===== src/rtl/crc_serial_engine_pkg.sv =====
// ---------------------------------------------------------------------------
// crc_pkg
// Shared definitions for the serial CRC engine:
//   crc_state_e      - engine state encoding (IDLE / SHIFT_IN / SHIFT_OUT)
//   CRC*_POLY        - common generator polynomials, x^WIDTH term omitted
//   crc_cnt_width()  - width of the serial shift-out bit counter
// ---------------------------------------------------------------------------
package crc_pkg;

  typedef enum logic [1:0] {
    IDLE      = 2'b00,
    SHIFT_IN  = 2'b01,
    SHIFT_OUT = 2'b10
  } crc_state_e;

  localparam logic [7:0]  CRC8_POLY        = 8'h07;
  localparam logic [15:0] CRC16_CCITT_POLY = 16'h1021;
  localparam logic [31:0] CRC32_POLY       = 32'h04C11DB7;

  // The counter must be able to hold the value WIDTH.
  function automatic int unsigned crc_cnt_width(input int unsigned width);
    return $clog2(width + 1);
  endfunction

endpackage


===== src/rtl/crc_serial_engine_if.sv =====
// ---------------------------------------------------------------------------
// crc_serial_engine_if
// Bundles the message input and CRC result signals of crc_serial_engine.
//   DATA     framer -> engine   message bit, qualified by ACTIVE
//   ACTIVE   framer -> engine   high for every bit of one message
//   CRC      engine -> encoder  finalised CRC (WIDTH bits)
//   CRC_RDY  engine -> encoder  CRC holds a finalised result
//   SER_OUT  engine -> encoder  serial CRC bit, meaningful while Valid=1
//   Valid    engine -> encoder  high for WIDTH cycles of serial output
//   BUSY     engine -> framer   engine cannot accept a new message
// Modports: master = framer/encoder side, slave = engine side.
// ---------------------------------------------------------------------------
interface crc_serial_engine_if #(
  parameter int unsigned WIDTH = 8
);

  logic             DATA;
  logic             ACTIVE;
  logic [WIDTH-1:0] CRC;
  logic             CRC_RDY;
  logic             SER_OUT;
  logic             Valid;
  logic             BUSY;

  modport master (
    output DATA,
    output ACTIVE,
    input  CRC,
    input  CRC_RDY,
    input  SER_OUT,
    input  Valid,
    input  BUSY
  );

  modport slave (
    input  DATA,
    input  ACTIVE,
    output CRC,
    output CRC_RDY,
    output SER_OUT,
    output Valid,
    output BUSY
  );

endinterface


===== src/rtl/crc_serial_engine_bit_step.sv =====
// ---------------------------------------------------------------------------
// crc_bit_step
// Combinational single-bit LFSR update of a CRC register:
//   fb  = d ^ r[WIDTH-1]
//   r'  = (r << 1) ^ (fb ? POLY : 0)
// Ports:
//   r_i  current register value (WIDTH bits)
//   d_i  incoming message bit
//   r_o  updated register value (WIDTH bits)
// ---------------------------------------------------------------------------
module crc_bit_step #(
  parameter int unsigned      WIDTH = 8,
  parameter logic [WIDTH-1:0] POLY  = WIDTH'(8'h07)
) (
  input  logic [WIDTH-1:0] r_i,
  input  logic             d_i,
  output logic [WIDTH-1:0] r_o
);

  logic             fb;
  logic [WIDTH-1:0] shifted;

  always_comb begin
    fb      = d_i ^ r_i[WIDTH-1];
    shifted = {r_i[WIDTH-2:0], 1'b0};
    r_o     = fb ? (shifted ^ POLY) : shifted;
  end

endmodule


===== src/rtl/crc_serial_engine.sv =====
// ---------------------------------------------------------------------------
// crc_serial_engine
// Bit-serial CRC generator. Absorbs one message bit per clock while ACTIVE
// is high; when ACTIVE falls the CRC is finalised (XOR_OUT applied), held on
// CRC with CRC_RDY set, and shifted out on SER_OUT for WIDTH cycles framed
// by Valid. ACTIVE is ignored while the result is being shifted out.
// Ports:
//   CLK   clock, rising edge
//   RST   synchronous active-low reset
//   bus   crc_serial_engine_if.slave: DATA, ACTIVE in;
//         CRC, CRC_RDY, SER_OUT, Valid, BUSY out
// Parameters: WIDTH (4..32), POLY, SEED, XOR_OUT, SER_MSB_FIRST.
// ---------------------------------------------------------------------------
module crc_serial_engine
  import crc_pkg::*;
#(
  parameter int unsigned      WIDTH         = 8,
  parameter logic [WIDTH-1:0] POLY          = WIDTH'(CRC8_POLY),
  parameter logic [WIDTH-1:0] SEED          = '0,
  parameter logic [WIDTH-1:0] XOR_OUT       = '0,
  parameter bit               SER_MSB_FIRST = 1'b1
) (
  input  logic                CLK,
  input  logic                RST,
  crc_serial_engine_if.slave  bus
);

  localparam int unsigned CNT_W = crc_cnt_width(WIDTH);
  localparam logic [CNT_W-1:0] LAST_CNT = CNT_W'(WIDTH - 1);

  crc_state_e       state_q, state_d;
  logic [WIDTH-1:0] lfsr_q,  lfsr_d;
  logic [WIDTH-1:0] crc_q,   crc_d;
  logic [WIDTH-1:0] shreg_q, shreg_d;
  logic             rdy_q,   rdy_d;
  logic [CNT_W-1:0] cnt_q,   cnt_d;

  logic [WIDTH-1:0] step_in;
  logic [WIDTH-1:0] step_out;

  // A single step instance serves both the first bit (from SEED) and the
  // following bits (from lfsr_q), so every message reseeds regardless of
  // what the previous message left in lfsr_q.
  assign step_in = (state_q == IDLE) ? SEED : lfsr_q;

  crc_bit_step #(
    .WIDTH (WIDTH),
    .POLY  (POLY)
  ) u_step (
    .r_i (step_in),
    .d_i (bus.DATA),
    .r_o (step_out)
  );

  always_ff @(posedge CLK) begin
    if (!RST) begin
      state_q <= IDLE;
      lfsr_q  <= SEED;
      crc_q   <= '0;
      shreg_q <= '0;
      rdy_q   <= 1'b0;
      cnt_q   <= '0;
    end else begin
      state_q <= state_d;
      lfsr_q  <= lfsr_d;
      crc_q   <= crc_d;
      shreg_q <= shreg_d;
      rdy_q   <= rdy_d;
      cnt_q   <= cnt_d;
    end
  end

  always_comb begin
    state_d = state_q;
    lfsr_d  = lfsr_q;
    crc_d   = crc_q;
    shreg_d = shreg_q;
    rdy_d   = rdy_q;
    cnt_d   = cnt_q;

    unique case (state_q)
      IDLE: begin
        if (bus.ACTIVE) begin
          lfsr_d  = step_out;
          rdy_d   = 1'b0;
          state_d = SHIFT_IN;
        end
      end

      SHIFT_IN: begin
        if (bus.ACTIVE) begin
          lfsr_d = step_out;
        end else begin
          crc_d   = lfsr_q ^ XOR_OUT;
          shreg_d = lfsr_q ^ XOR_OUT;
          rdy_d   = 1'b1;
          cnt_d   = '0;
          state_d = SHIFT_OUT;
        end
      end

      SHIFT_OUT: begin
        // Zero fill drains the shift register, so SER_OUT rests at 0 in IDLE.
        shreg_d = SER_MSB_FIRST ? (shreg_q << 1) : (shreg_q >> 1);
        cnt_d   = cnt_q + 1'b1;
        if (cnt_q == LAST_CNT) begin
          state_d = IDLE;
        end
      end

      default: begin
        state_d = IDLE;
      end
    endcase
  end

  assign bus.CRC     = crc_q;
  assign bus.CRC_RDY = rdy_q;
  assign bus.SER_OUT = SER_MSB_FIRST ? shreg_q[WIDTH-1] : shreg_q[0];
  assign bus.Valid   = (state_q == SHIFT_OUT);
  assign bus.BUSY    = (state_q != IDLE);

endmodule


===== src/flat_wrapper.sv =====
// flat-port wrapper written by rule: the top's interface ports become plain ports
module crc_serial_engine_flat import crc_pkg::*;
#(
  parameter int unsigned      WIDTH         = 8,
  parameter logic [WIDTH-1:0] POLY          = WIDTH'(CRC8_POLY),
  parameter logic [WIDTH-1:0] SEED          = '0,
  parameter logic [WIDTH-1:0] XOR_OUT       = '0,
  parameter bit               SER_MSB_FIRST = 1'b1
)
  (CLK, RST, bus_DATA, bus_ACTIVE, bus_CRC, bus_CRC_RDY, bus_SER_OUT, bus_Valid, bus_BUSY);
  crc_serial_engine_if #(.WIDTH(WIDTH)) bus_i ();
  input  logic CLK;
  input  logic RST;
  input wire logic [$bits(bus_i.DATA)-1:0] bus_DATA;
  input wire logic [$bits(bus_i.ACTIVE)-1:0] bus_ACTIVE;
  output wire logic [$bits(bus_i.CRC)-1:0] bus_CRC;
  output wire logic [$bits(bus_i.CRC_RDY)-1:0] bus_CRC_RDY;
  output wire logic [$bits(bus_i.SER_OUT)-1:0] bus_SER_OUT;
  output wire logic [$bits(bus_i.Valid)-1:0] bus_Valid;
  output wire logic [$bits(bus_i.BUSY)-1:0] bus_BUSY;
  assign bus_i.DATA = bus_DATA;
  assign bus_i.ACTIVE = bus_ACTIVE;
  assign bus_CRC = bus_i.CRC;
  assign bus_CRC_RDY = bus_i.CRC_RDY;
  assign bus_SER_OUT = bus_i.SER_OUT;
  assign bus_Valid = bus_i.Valid;
  assign bus_BUSY = bus_i.BUSY;
  crc_serial_engine #(.WIDTH(WIDTH), .POLY(POLY), .SEED(SEED), .XOR_OUT(XOR_OUT), .SER_MSB_FIRST(SER_MSB_FIRST)) u_core (.CLK(CLK), .RST(RST), .bus(bus_i));
endmodule

===== config.mk =====
export PLATFORM = sky130hd
export DESIGN_NAME = crc_serial_engine_flat
export DESIGN_NICKNAME = d
export VERILOG_FILES = /design/src/rtl/crc_serial_engine_pkg.sv /design/src/rtl/crc_serial_engine_if.sv /design/src/rtl/crc_serial_engine_bit_step.sv /design/src/rtl/crc_serial_engine.sv /design/src/flat_wrapper.sv
export SDC_FILE = /design/constraint.sdc
export NUM_CORES = 1
export LEC_CHECK = 0
export BUFFER_PORTS_ARGS = -buffer_cell sky130_fd_sc_hd__buf_2
export CORE_MARGIN = 8
export CORE_UTILIZATION = 25
export CTS_CLUSTER_DIAMETER = 60
export DETAILED_ROUTE_END_ITERATION = 10
export MAX_ROUTING_LAYER = met4
export PLACE_DENSITY = 0.44
export SLEW_MARGIN = 10
export SYNTH_ARGS = -nofsm -noshare
export SYNTH_HDL_FRONTEND = slang
export SYNTH_SLANG_ARGS = --single-unit

===== constraint.sdc =====
create_clock -name CLK -period 1.8 [get_ports CLK]
set_input_delay 0.27 -clock CLK [delete_from_list [all_inputs] [get_ports CLK]]
set_output_delay 0.27 -clock CLK [all_outputs]
set_load 0.01 [all_outputs]

-- After elaboration in Yosys (flattened, before gate mapping)
Cells that the tools add are included.
- add/subtract/negate cells: 1
- reductions and logical operators: 10
- mux-type cells: 13
- bitwise gates (word level): 3
- equality and inequality tests: 6
- operators by type and width (kind ; count):
    $mux 8 ; 2
    $pmux 8 s2 ; 1
    $pmux 4 s2 ; 1
    $mux 2 ; 3
    $pmux 2 s3 ; 1
    $reduce_and 2->1 ; 3
    $reduce_and 3->1 ; 2
    $reduce_bool 2->1 ; 3
    $add 4x1->4 const B ; 1
    $eq 4x3->1 const B ; 1
    $mux 4 ; 1
    $ne 2x2->1 const B ; 2
    $mux 3 ; 1
    $not 3->3 ; 1
    $eq 2x1->1 const B ; 1
    $eq 2x2->1 const B ; 1
    $logic_not 2->1 ; 1
    $mux 1 ; 2
    $ne 2x1->1 const B ; 1
    $pmux 1 s2 ; 1
    $reduce_or 2->1 ; 1
    $not 1->1 ; 1
    $xor 1x1->1 ; 1
- register bits: 31
- output and inout bits: 12
- bits of input ports: 4
- word-level logic and storage cells: 39

-- Logic depth before layout (Yosys ltp)
Gate-level depths: netlist (run 1).
- depth after elaboration: 4
- gate-level depth with buffers: 6
- mapped depth without buffers: 4

-- By module
A second synthesis (run 1) with hierarchy kept.
- cells, all modules: 159
- area total of the unflattened synthesis: 1332.5 um^2
- by module, submodules not included (module ; seq. area each (um^2) ; area each (um^2) ; times used ; cells each):
    crc_serial_engine ; 620.6 ; 1231.2 ; 1 ; 150
    crc_bit_step ; 0.0 ; 101.3 ; 1 ; 9

-- Worst setup path after synthesis (run 1)
Ideal clock, no wire load.
- kind: register -> register
- start point: register u_core.state_q[0]
- end point: register u_core.cnt_q[3]
- library setup time: 0.132 ns
- clock period less this slack: 1.247 ns
- stages on the path, launching flop included: 6
- data arrival time: 1.115 ns
- slack: 0.553 ns
- buffers on the path: 2
- required time: 1.668 ns
- cell sequence: dfxtp_1 or3b_1 buf_2 buf_6 o211ai_2 a21oi_1
- word-level cells in the longest chain between the ends: 3
- elaborated cells on any way between the ends: 6
- classes of those cells: eq/ne (3); mux (1); reduce/logical (2)
- RTL lines (item ; RTL line ; source):
    start: declaration ; crc_serial_engine.sv:31 ; crc_state_e state_q, state_d;
    start signal: assignment ; crc_serial_engine.sv:64 ; state_q <= state_d;
    $eq 2x1->1 / $eq 2x2->1 (equally long branches) ; crc_serial_engine.sv:81 ; unique case (state_q)
    $ne 2x2->1 (no source line) / $reduce_bool 2->1 (equally long branches) ; - ;
    $reduce_and 2->1 (no source line) ; - ;
    end signal: assignment ; crc_serial_engine.sv:69 ; cnt_q <= cnt_d;
    end: declaration ; crc_serial_engine.sv:36 ; logic [CNT_W-1:0] cnt_q, cnt_d;
Parallel ways exist; a longest one is shown, timed or not.
A chain may end at the register's enable or synchronous reset.

-- Worst setup path in the final report (run 1)
- start point: register u_core.state_q[1]
- end point: output bus_Valid
- word-level cells in the longest chain between the ends: 1
- RTL lines (item ; RTL line ; source):
    $eq 2x2->1 ; crc_serial_engine.sv:120 ; assign bus.Valid = (state_q == SHIFT_OUT);
    end: declaration ; flat_wrapper.sv:19 ; output wire logic [$bits(bus_i.Valid)-1:0] bus_Valid;
No other way between the ends.

==> results.toml, run 1 <==
[run_status]
outcome = "finished, final reports clean"

[timing]
setup_viol = 0
maxSlewHeadroom_pct = 58.4
finalClockSkew_ns = 0.0101
finalCritPeriodShare_pct = 89.7
final.min_clock_period_ns = 1.61
max_freq_mhz = 620
drv_slew = 0
tightest_slew_ns = 0.624
rsz0062_at_grt = "no"
finalSetupTns_ns = 0
hold_viol = 0

[power]
switchingPower_mw = 0.318
combPwrFrac_pct = 6.5
pwr-share-clk_pct = 39.7
peakVddDrop_v = 0.000343
power_density_mw_per_mm2 = 894
power_mw = 1.31
power.leakage_nw = 0.524
internal_power_mw = 0.997
p_sw_share_pct = 24.2
seqPwrFrac_pct = 53.9

[floorplanning]
num_io_pins = 16
coreArea_mm2 = 0.00479
start_util_pct = 26.1
die-area_mm2 = 0.00751
rows = 25
die_w_um = 86.7
die_y_um = 86.7

[finish]
layout.nets = 170
area.sequential_um2 = 621
area_growth_pct = 17.7
multiInputGateArea_um2 = 564
n_fill_cell = 516
drive_gt1_share_pct = 18.1
num_antenna_cells = 0

[clocking]
h-tree-depth = 2
clkSinkCount = 31
cts_made_buffers = 5
clock_latency_ns = 0.28
postCtsSetupBuffers = 0
cts.path.max_buffers = 2
root_buffer = "clkbuf_8"
cts_hold_buffers = 0
cts.clk_slew.worst_paths_ns = 0.07
cts_tree = "done"

[global_routing]
grt_use_total_pct = 8.75
antenna_found_initial = 0
grt_pass1_wl_um = 4980
first_global_vias = 1051
grt_remaining_overflow = 0
grt_max_degree = 31

[logic_synthesis]
synth_top_cell_by_area = "dfxtp_1"
synthArstFlopShare_pct = 0
synth_edf_count = 0
synth_flop_cell = "dfxtp_1"
yosysSeqAreaShare_pct = 49.7
ys_types = 26
syn-num-nets = 154
synthTopCellsByArea = "dfxtp_1 (50%), nand2_1 (9.3%), a21oi_1 (8.8%), nand3_1 (6.4%), a31oi_1 (3.5%)"
syn_inst = 149
synth_top_area_share_pct = 49.7
syn_area_per_cell_um2 = 8.38
synth.cell_area_mm2 = 0.00125
yosysWarnings = 0
ys_ff_latch = 31
synth.cells.most_frequent = "dfxtp_1 (31), nand2_1 (31), a21oi_1 (22), nand3_1 (16), a31oi_1 (7)"

[critical_path]
max_stage_delay_ns = 0.50
cp_max_fo = 13
start_kind = "flip-flop"
crit_arrival_ns = 1.34
rrSetupSlack_ns = 0.28
crit_chain = "nand2b_1 -> clkinvlp_4 -> buf_2"
path_class = "flip-flop to output port"
crit_family = "flip-flops"
path_buf_inv = 2
end_kind = "output port"
worstPathRequired_ns = 1.53
critPathSlowestCell = "dfxtp_1"

[routing]
vias_per_cell = 4.59
num_vias = 1069
route.detailed.drc = 0
first_pass_iters = 4
antenna_left = 0
routedWlPerCell_um = 12.7
wl_um = 2960
drt_iter0_markers = 87

[flow_run]
cap_viol_max_count = 0

[place]
dpl.hpwl_um = 1980
routabilityCongestion = 0.741
port_buffers = 15

[hold_path]
hold_path_class = "primary input to flip-flop"
==> power by group through the flow <==
stage          Sequential [mW]  Combinational, mW  Clock (mW)
4_1_cts                  0.708             0.0850       0.540
6_report                 0.708             0.0848       0.522
2_1_floorplan            0.720             0.0608           0
5_1_grt                  0.709             0.0946       0.569
3_3_place_gp             0.723             0.0831           0
3_5_place_dp             0.723             0.0848           0
==> state kept, by name, indices dropped and copies added, names as in the netlist <==
register / flops
u_core.bus.CRC: 8
u_core.bus.CRC_RDY: 1
u_core.cnt_q: 4
u_core.lfsr_q: 8
u_core.shreg_q: 8
u_core.state_q: 2
==> cell type report <==
class / count / area share (%)
repair buffers: 19 / 7.15
flip-flops and latches: 31 / 42.2
well taps: 67 / 5.70
clock inverters: 1 / 0.340
multi-input cells: 105 / 38.4
clock buffers: 7 / 5.19
inverters: 3 / 1.02
==> routing by layer <==
metal / track usage [%] / vias up / wire, um
met2: 12.3 / 15 / 1320
li1: - / 551 / -
met5: - / - / 0
met4: 3.76 / 0 / 32
met1: 10.8 / 499 / 1480
met3: 3.40 / 4 / 123
==> cells in the final DEF, fill, tap and decap left out, types with 4 or more instances in the layout <==
master / instances
nand2_1: 31
a21oi_1: 22
dfxtp_1: 31
buf_2: 15
a31oi_1: 7
buf_4: 4
a211oi_1: 5
nand3_1: 16
clkbuf_8: 5
==> worst paths after layout <==
check,from,cells after the start,endpoint
max,u_core.state_q[1],3,bus_Valid
min,RST,2,u_core.cnt_q[2]
max reg2reg,u_core.state_q[1],3,u_core.shreg_q[6]
min reg2reg,u_core.bus.CRC[6],2,u_core.bus.CRC[6]
==> what timing repair did <==
| action | CTS | global route |
|---|---|---|
| gates resized for setup | 0 | 1 |
| endpoints found under the hold margin | 0 | 0 |
| endpoints found under the setup margin | 0 | 1 |
==> cell families (layout without fill, tap and decap cells) <==
kind of cell	count (synthesis)	in the layout	share of synthesized area (%)
simple gates	63	63	24.7
flops	31	31	49.7
fa+ha+maj	1	1	1.00
compound gates	41	41	19.5
buf+inv	13	30	5.11
==> through the flow <==
step | cell area, um^2 | utilization (%) | hold WS, ns | worst slack [ns] | std cells
global route | 1470 | 30.7 | 0.209 | 0.0374 | 233
detailed placement | 1390 | 28.9 | 0.443 | 0.293 | 225
finish | 1470 | 30.7 | 0.210 | 0.186 | 233
global placement | 1390 | 28.9 | 0.446 | 0.347 | 225
floorplan | 1250 | - | 0.387 | 0.553 | 149
CTS | 1470 | 30.6 | 0.204 | 0.0683 | 233
Power figures use the tool's default switching activity.
==> run 2: changes to the inputs <==
--- a/config.mk
+++ b/config.mk
@@ -6,12 +6,14 @@
 export NUM_CORES = 1
 export LEC_CHECK = 0
 export BUFFER_PORTS_ARGS = -buffer_cell sky130_fd_sc_hd__buf_2
+export CELL_PAD_IN_SITES_DETAIL_PLACEMENT = 1
+export CELL_PAD_IN_SITES_GLOBAL_PLACEMENT = 1
 export CORE_MARGIN = 8
 export CORE_UTILIZATION = 25
 export CTS_CLUSTER_DIAMETER = 60
 export DETAILED_ROUTE_END_ITERATION = 10
 export MAX_ROUTING_LAYER = met4
-export PLACE_DENSITY = 0.44
+export PLACE_DENSITY = 0.54
 export SLEW_MARGIN = 10
 export SYNTH_ARGS = -nofsm -noshare
 export SYNTH_HDL_FRONTEND = slang
==> results.toml, run 2 (synthesis gave the netlist of run 1 again) <==
[routing]
num_vias = 1075
wl_um = 3110
route.detailed.drc = 0
antenna_left = 0
vias_per_cell = 4.59
drt_iter0_markers = 78
routedWlPerCell_um = 13.3
first_pass_iters = 4

[critical_path]
crit_family = "buffers and inverters"
critPathSlowestCell = "dfxtp_1"
path_buf_inv = 2
cp_max_fo = 13
crit_arrival_ns = 1.37
max_stage_delay_ns = 0.48
start_kind = "flip-flop"
end_kind = "output port"
worstPathRequired_ns = 1.53
crit_chain = "nand2b_1 -> inv_1 -> buf_2"
path_class = "flip-flop to output port"

[finish]
multiInputGateArea_um2 = 564
n_fill_cell = 574
num_antenna_cells = 0
area.sequential_um2 = 621
layout.nets = 171
final_util_pct = 30.8
area_growth_pct = 18.0
drive_gt1_share_pct = 18.0
layout_common_cells = "nand2_1 (31), dfxtp_1 (31), a21oi_1 (22)"

[clocking]
cts.clk_slew.worst_paths_ns = 0.06
cts_hold_buffers = 0
cts.path.max_buffers = 2
clock_latency_ns = 0.29
cts_tree = "done"
cts_made_buffers = 5
h-tree-depth = 2
postCtsSetupBuffers = 0
clkSinkCount = 31
root_buffer = "clkbuf_8"
cts_resized = 0

[power]
peakVddDrop_v = 0.000262
power_density_mw_per_mm2 = 899
power.leakage_nw = 0.538
power_mw = 1.32

[timing]
max_freq_mhz = 610
rsz0062_at_grt = "no"
drv_slew = 0
finalCritPeriodShare_pct = 91.1
tightest_slew_ns = 0.465
final.min_clock_period_ns = 1.64
setup_viol = 0
hold_viol = 0
finalClockSkew_ns = 0.00661
finalSetupTns_ns = 0
maxSlewHeadroom_pct = 69.0

[global_routing]
grt_max_degree = 31
grt_use_total_pct = 9.29
antenna_found_initial = 0
grt_remaining_overflow = 0
first_global_vias = 1139
grt_pass1_wl_um = 5260

[flow_run]
cap_viol_max_count = 0

[run_status]
outcome = "finished, final reports clean"

[place]
dpl.hpwl_um = 2170
routabilityCongestion = 0.740
port_buffers = 15

[floorplanning]
rows = 25
num_io_pins = 16
die-area_mm2 = 0.00751
die_y_um = 86.7
start_util_pct = 26.1
coreArea_mm2 = 0.00479
die_w_um = 86.7

[hold_path]
hold_path_class = "primary input to flip-flop"
==> run 2: area by class of cell <==
type,count,share of cell area [%]
clock buffers,7,5.18
inverters,3,0.764
clock inverters,1,0.340
repair buffers,20,7.64
well taps,67,5.69
multi-input cells,105,38.3
flip-flops and latches,31,42.1
==> run 2: worst paths after layout <==
path / start / endpoint / slack [ns] / cells after the start
min: RST / u_core.cnt_q[2] / 0.19 / 2
max reg2reg: u_core.state_q[1] / u_core.lfsr_q[1] / 0.41 / 3
min reg2reg: u_core.bus.CRC[5] / u_core.bus.CRC[5] / 0.45 / 2
max: u_core.state_q[1] / bus_Valid / 0.16 / 3
==> run 2: routing by layer <==
metal	global-route usage, %	vias to the layer above	wire (um)
met2	14.9	13	1520
li1	-	553	-
met3	4.06	6	154
met1	9.54	503	1380
met5	-	-	0
met4	4.69	0	59
==> run 2: stage by stage <==
| step | worst slack (ns) | hold slack (ns) | std cells | area [um^2] |
|---|---|---|---|---|
| global route | 0.0544 | 0.186 | 234 | 1470 |
| global placement | 0.477 | 0.442 | 226 | 1390 |
| detailed placement | 0.389 | 0.445 | 226 | 1390 |
| floorplan | 0.553 | 0.387 | 149 | 1250 |
| CTS | 0.133 | 0.194 | 234 | 1470 |
| finish | 0.161 | 0.194 | 234 | 1470 |
==> run 2: power by group <==
part	internal, mW	switching [mW]
clock network	0.271	0.261
registers	0.697	0.0111
logic	0.0292	0.0549
total	0.997	0.327
